$ cat src/rtl/exhaustive_vector_sequencer.sv
// -----------------------------------------------------------------------------
// exhaustive_vector_sequencer
//
// Walks every 2^NUM_IN input pattern of a benchmark DUT in ascending order.
// Each pattern is held for SETTLE_CYC cycles. The DUT response is then sampled
// and offered to a logger as a {vector, response} record over valid/ready.
// Every accepted response is folded into a MISR signature, so a golden run and
// a suspect run can be compared by signature alone.
//
// Ports
//   CK         in   1        clock, all state on rising edge
//   reset      in   1        asynchronous, active-high reset
//   start      in   1        begin sweep (sampled only in IDLE)
//   abort      in   1        cancel sweep, back to IDLE on next edge
//   vec_out    out  NUM_IN   stimulus to DUT inputs
//   dut_out    in   NUM_OUT  DUT response
//   rec_valid  out  1        record available
//   rec_ready  in   1        logger accepts record
//   rec_vec    out  NUM_IN   vector of current record
//   rec_resp   out  NUM_OUT  sampled response of current record
//   busy       out  1        high in APPLY/EMIT
//   done       out  1        one-cycle pulse at sweep completion
//   signature  out  SIG_W    MISR over all accepted responses
// -----------------------------------------------------------------------------
module exhaustive_vector_sequencer #(
    parameter int                 NUM_IN     = 5,
    parameter int                 NUM_OUT    = 1,
    parameter int                 SETTLE_CYC = 1,
    parameter int                 SIG_W      = 16,
    parameter logic [SIG_W-1:0]   POLY       = SIG_W'(16'h1021)
) (
    input  logic                  CK,
    input  logic                  reset,
    input  logic                  start,
    input  logic                  abort,
    output logic [NUM_IN-1:0]     vec_out,
    input  logic [NUM_OUT-1:0]    dut_out,
    output logic                  rec_valid,
    input  logic                  rec_ready,
    output logic [NUM_IN-1:0]     rec_vec,
    output logic [NUM_OUT-1:0]    rec_resp,
    output logic                  busy,
    output logic                  done,
    output logic [SIG_W-1:0]      signature
);

    localparam int CNT_W = (SETTLE_CYC > 1) ? $clog2(SETTLE_CYC) : 1;
    localparam logic [CNT_W-1:0] CNT_LOAD = CNT_W'(SETTLE_CYC - 1);

    typedef enum logic [1:0] {
        ST_IDLE  = 2'd0,
        ST_APPLY = 2'd1,
        ST_EMIT  = 2'd2,
        ST_DONE  = 2'd3
    } state_t;

    state_t              state_q,     state_d;
    logic [NUM_IN-1:0]   vec_q,       vec_d;
    logic [CNT_W-1:0]    cnt_q,       cnt_d;
    logic [NUM_IN-1:0]   rec_vec_q,   rec_vec_d;
    logic [NUM_OUT-1:0]  rec_resp_q,  rec_resp_d;
    logic [SIG_W-1:0]    sig_q,       sig_d;
    logic                rec_valid_q, rec_valid_d;
    logic                busy_q,      busy_d;
    logic                done_q,      done_d;

    // One MISR step: shift left, fold the MSB back through POLY, inject the response.
    function automatic logic [SIG_W-1:0] misr_step(input logic [SIG_W-1:0]   sig,
                                                   input logic [NUM_OUT-1:0] resp);
        logic [SIG_W-1:0] fb;
        fb = sig[SIG_W-1] ? POLY : {SIG_W{1'b0}};
        return {sig[SIG_W-2:0], 1'b0} ^ fb ^ SIG_W'(resp);
    endfunction

    // Next-state, datapath and registered-output decode.
    always_comb begin
        state_d    = state_q;
        vec_d      = vec_q;
        cnt_d      = cnt_q;
        rec_vec_d  = rec_vec_q;
        rec_resp_d = rec_resp_q;
        sig_d      = sig_q;

        case (state_q)
            ST_IDLE: begin
                // start wins over a simultaneous abort because abort is not looked at here
                if (start) begin
                    state_d = ST_APPLY;
                    sig_d   = {SIG_W{1'b0}};
                    cnt_d   = CNT_LOAD;
                end else begin
                    state_d = ST_IDLE;
                end
            end
            ST_APPLY: begin
                if (abort) begin
                    state_d = ST_IDLE;
                end else if (cnt_q == {CNT_W{1'b0}}) begin
                    rec_resp_d = dut_out;
                    rec_vec_d  = vec_q;
                    state_d    = ST_EMIT;
                end else begin
                    cnt_d = cnt_q - CNT_W'(1);
                end
            end
            ST_EMIT: begin
                // abort beats the handshake: that record is treated as never accepted
                if (abort) begin
                    state_d = ST_IDLE;
                end else if (rec_ready) begin
                    sig_d = misr_step(sig_q, rec_resp_q);
                    if (vec_q == {NUM_IN{1'b1}}) begin
                        state_d = ST_DONE;
                    end else begin
                        vec_d   = vec_q + NUM_IN'(1);
                        cnt_d   = CNT_LOAD;
                        state_d = ST_APPLY;
                    end
                end else begin
                    state_d = ST_EMIT;
                end
            end
            ST_DONE: begin
                state_d = ST_IDLE;
            end
            default: begin
                state_d = ST_IDLE;
            end
        endcase

        // Stimulus is parked at zero whenever the sequencer is idle.
        if (state_d == ST_IDLE) begin
            vec_d = {NUM_IN{1'b0}};
        end else begin
            vec_d = vec_d;
        end

        // Status flags are decoded from the next state so they change with it.
        rec_valid_d = (state_d == ST_EMIT);
        busy_d      = (state_d == ST_APPLY) || (state_d == ST_EMIT);
        done_d      = (state_d == ST_DONE);
    end

    // State and output registers.
    always_ff @(posedge CK or posedge reset) begin
        if (reset) begin
            state_q     <= ST_IDLE;
            vec_q       <= {NUM_IN{1'b0}};
            cnt_q       <= {CNT_W{1'b0}};
            rec_vec_q   <= {NUM_IN{1'b0}};
            rec_resp_q  <= {NUM_OUT{1'b0}};
            sig_q       <= {SIG_W{1'b0}};
            rec_valid_q <= 1'b0;
            busy_q      <= 1'b0;
            done_q      <= 1'b0;
        end else begin
            state_q     <= state_d;
            vec_q       <= vec_d;
            cnt_q       <= cnt_d;
            rec_vec_q   <= rec_vec_d;
            rec_resp_q  <= rec_resp_d;
            sig_q       <= sig_d;
            rec_valid_q <= rec_valid_d;
            busy_q      <= busy_d;
            done_q      <= done_d;
        end
    end

    assign vec_out   = vec_q;
    assign rec_valid = rec_valid_q;
    assign rec_vec   = rec_vec_q;
    assign rec_resp  = rec_resp_q;
    assign busy      = busy_q;
    assign done      = done_q;
    assign signature = sig_q;

endmodule

$ cat config.mk
export PLATFORM = sky130hd
export DESIGN_NAME = exhaustive_vector_sequencer
export DESIGN_NICKNAME = d
export VERILOG_FILES = /design/src/rtl/exhaustive_vector_sequencer.sv
export SDC_FILE = /design/constraint.sdc
export NUM_CORES = 1
export LEC_CHECK = 0
export CORE_MARGIN = 8
export CORE_UTILIZATION = 25
export DETAILED_ROUTE_END_ITERATION = 6
export GPL_TIMING_DRIVEN = 0
export PLACE_DENSITY_LB_ADDON = 0.25
export SLEW_MARGIN = 10
export SYNTH_ARGS = -nofsm -noshare
export SYNTH_HDL_FRONTEND = slang
export SYNTH_SLANG_ARGS = --single-unit
$ cat constraint.sdc
create_clock -name CK -period 4.71 [get_ports CK]
set_clock_uncertainty 0.15 [all_clocks]
set_input_delay 0.942 -clock CK [delete_from_list [all_inputs] [get_ports CK]]
set_output_delay 0.942 -clock CK [all_outputs]
set_load 0.02 [all_outputs]
==> impl_metrics.csv <==
group,metric,value,unit
yosys,synth_nets,115,
yosys,synth_top_family_by_area,"compound AO/OA/AOI/OAI gates",
power,pwr-share-comb,0.261,
worst_setup_path,path_class,"in -> reg",
cts,cts_buffer_depth,2,
sta,setup_slack,1570,ps
place,port_buffers,35,
yosys,synth-simple-area-share,0.0914,
final_layout,multi_input_area,553,um^2
route,drt-initial-drc-count,22,
die,row_count,27,
final_layout,final_cell_area,1910,um^2
cts,clk_latency,280,ps
worst_setup_path,cp.arrival,3150,ps
cts,cts_num_sinks,32,
yosys,synth_cell_types,28,
sta,relSlewSlack,0.559,
sta,worstMarginPinSlew,660,ps
cts,cts_buffers,5,
die,die_y,90.7,um
route,vias,972,
global_routing,grt_max_degree,33,
status,status,"completed",
yosys,synth_mux_area_frac,0.0968,
route,ant_nets,0,
global_routing,grt_pass1_vias,1049,
die,core_area,5440,um^2
power,power_frac_seq,0.465,
route,drt-wirelength-per-cell,14.3,um
route,drc,0,
power,power_density,369,nW/um^2
place,dp_cells,210,
route,dr.pass1.iters,4,
sta,fin_tns_setup,0,ps
cts,cts.clk_slew.worst_paths,60,ps
place,dp_hpwl,2.28,mm
final_layout,fillers,536,
sta,fmax,318,MHz
place,place_area,1840,um^2
route,wl,3.10,mm
sta,hold_violations,0,
global_routing,grt_pass1_wl,5.11,mm
final_layout,area_growth,37.1,%
yosys,synth-seq-area-share,0.573,
global_routing,antenna_found_initial,0,
power,switching_share,0.295,
final_layout,fin_nets,157,
global_routing,gr-total-overflow,0,
power,leakagePower,0.868,nW
final_layout,final_cells,217,
cts,cts_tree,"built",
sta,post-route-period-util,0.667,
worst_setup_path,cp.required,4720,ps
place,dp_slack,1300,ps
worst_setup_path,worst_setup_path_end_kind,"register",
yosys,yosys_warnings,0,
final_layout,seq_area,801,um^2
cts,cts_resized,0,
yosys,synth_compound_area_frac,0.135,
worst_setup_path,crit_path_max_fanout,12,
power,peakVddDrop,0.185,mV
yosys,synth_xor_area_frac,0.0188,
sta,fin_crit,3140,ps
route,vias_per_cell,4.48,
power,internal_power,498,uW
die,fp.dieArea,8230,um^2
power,power.total,707,uW
die,initial_core_util,0.257,
yosys,syn_area,1400,um^2
sta,holdWs,359,ps
yosys,postSynthAreaPerCell,13.6,um^2
yosys,ys_ff_latch,32,
hold_path,worst_hold_path.num_cells,1,
yosys,synthCells,103,
sta,setup-violations-final,0,
yosys,synth_fa_ha_area_frac,0.0538,
cts,cts_hold_buf,0,
sta,drv_slew,0,
cts,post_cts_buffers,0,
run,cap_violations,0,
die,io_pins,36,
sta,rsz0062_at_grt,"false",
cts,root_buffer,"clkbuf_8",
power,clock_power_share,0.274,
worst_setup_path,reg2regPathDepth,9,
worst_setup_path,start_kind,"input port",
cts,htreeDepth,2,
global_routing,grt_use_total,0.0783,
final_layout,fin_util,0.352,
die,dieWidth,90.7,um
hold_path,hold_class,"reg -> reg",
final_layout,diodes,0,
place,routabilityCongestion,0.717,
power,power_switching,209,uW
final_layout,drive_above_1_share,0.166,
[power groups by stage]
| stage | clock network (mW) | registers [mW] | logic, mW |
|---|---|---|---|
| floorplan | 0 | 0.362 | 0.0767 |
| global placement | 0 | 0.333 | 0.185 |
| detailed placement | 0 | 0.334 | 0.188 |
| CTS | 0.202 | 0.329 | 0.188 |
| global route | 0.215 | 0.334 | 0.201 |
| finish | 0.193 | 0.329 | 0.185 |
[cells in the final DEF (no fill, tap or decap), types with 2 or more instances in the layout]
| cell | n |
|---|---|
| and3_1 | 2 |
| buf_6 | 2 |
| clkbuf_8 | 5 |
| a22o_1 | 13 |
| nor2_1 | 6 |
| nor2b_1 | 2 |
| mux2_1 | 3 |
| mux2_2 | 9 |
| xnor2_1 | 3 |
| inv_1 | 3 |
| a21o_1 | 3 |
| clkdlybuf4s50_1 | 35 |
| dfrtp_1 | 32 |
| ha_1 | 6 |
| nand2b_1 | 3 |
[final cells by class]
cell class	instances	area share
Multi-Input combinational cell	64	0.289
Clock buffer	6	0.0379
Clock inverter	1	0.00261
Tap cell	72	0.0471
Timing Repair Buffer	35	0.183
Sequential cell	32	0.418
Buffer	3	0.0144
Inverter	4	0.00784
[worst paths after layout]
check	from	end	slack, ps
setup / recovery	abort	vec_out[1]	1570
hold / removal	rec_vec[0]	rec_vec[0]	360
setup reg to reg	vec_out[0]	vec_out[1]	2080
hold reg to reg	rec_vec[0]	rec_vec[0]	360
max in group asynchronous	reset	done	3050
min in group asynchronous	reset	vec_out[2]	940
[critical path: stages]
cell and delay [ps]:
clkdlybuf4s50_1 540, nand3b_1 230, a21o_1 170, buf_6 140
buf_6 140, ha_1 300, o22ai_2 310, mux2_2 370
[Yosys cell counts (all sizes together)]
master   instances  area share
o2111ai          1      0.0063
and3b            1      0.0063
ha               6       0.054
o221ai           1      0.0063
a22o            13       0.082
o22ai            1      0.0090
buf              3       0.020
a211o            1      0.0063
nor2b            2      0.0090
or3b             1      0.0063
o2bb2ai          1      0.0063
and3             2      0.0090
or2              1      0.0045
mux2            12       0.097
xnor2            3       0.019
a21oi            1      0.0036
nor2             7       0.021
dfrtp           32        0.57
nand3b           1      0.0054
nor3b            1      0.0090
inv              4       0.011
nand2b           3       0.013
or3              1      0.0045
nand3            1      0.0036
a21o             3       0.016
[flip-flops by register name (all words and copies together), names as in the netlist]
name       flops
signature     16
vec_out        5
state_q        2
busy           1
rec_resp       1
rec_valid      1
rec_vec        5
done           1
[layer usage]
metal / GRT usage / vias up / wire length, um
met4: 0.0291 / 0 / 27
met2: 0.127 / 28 / 1460
met5: 0 / - / 0
li1: - / 453 / -
met1: 0.0828 / 487 / 1350
met3: 0.0441 / 4 / 264
[logic make-up (layout without fill, tap and decap cells)]
family	count (synthesis)	in the layout
adder cells (fa/ha/maj)	6	6
flip-flops	32	32
buffers and inverters	7	49
AO/OA/AOI/OAI	22	22
XOR/XNOR	3	3
multiplexers	12	12
AND/OR/NAND/NOR	21	21
No activity file was read; power rests on OpenSTA's default activity.
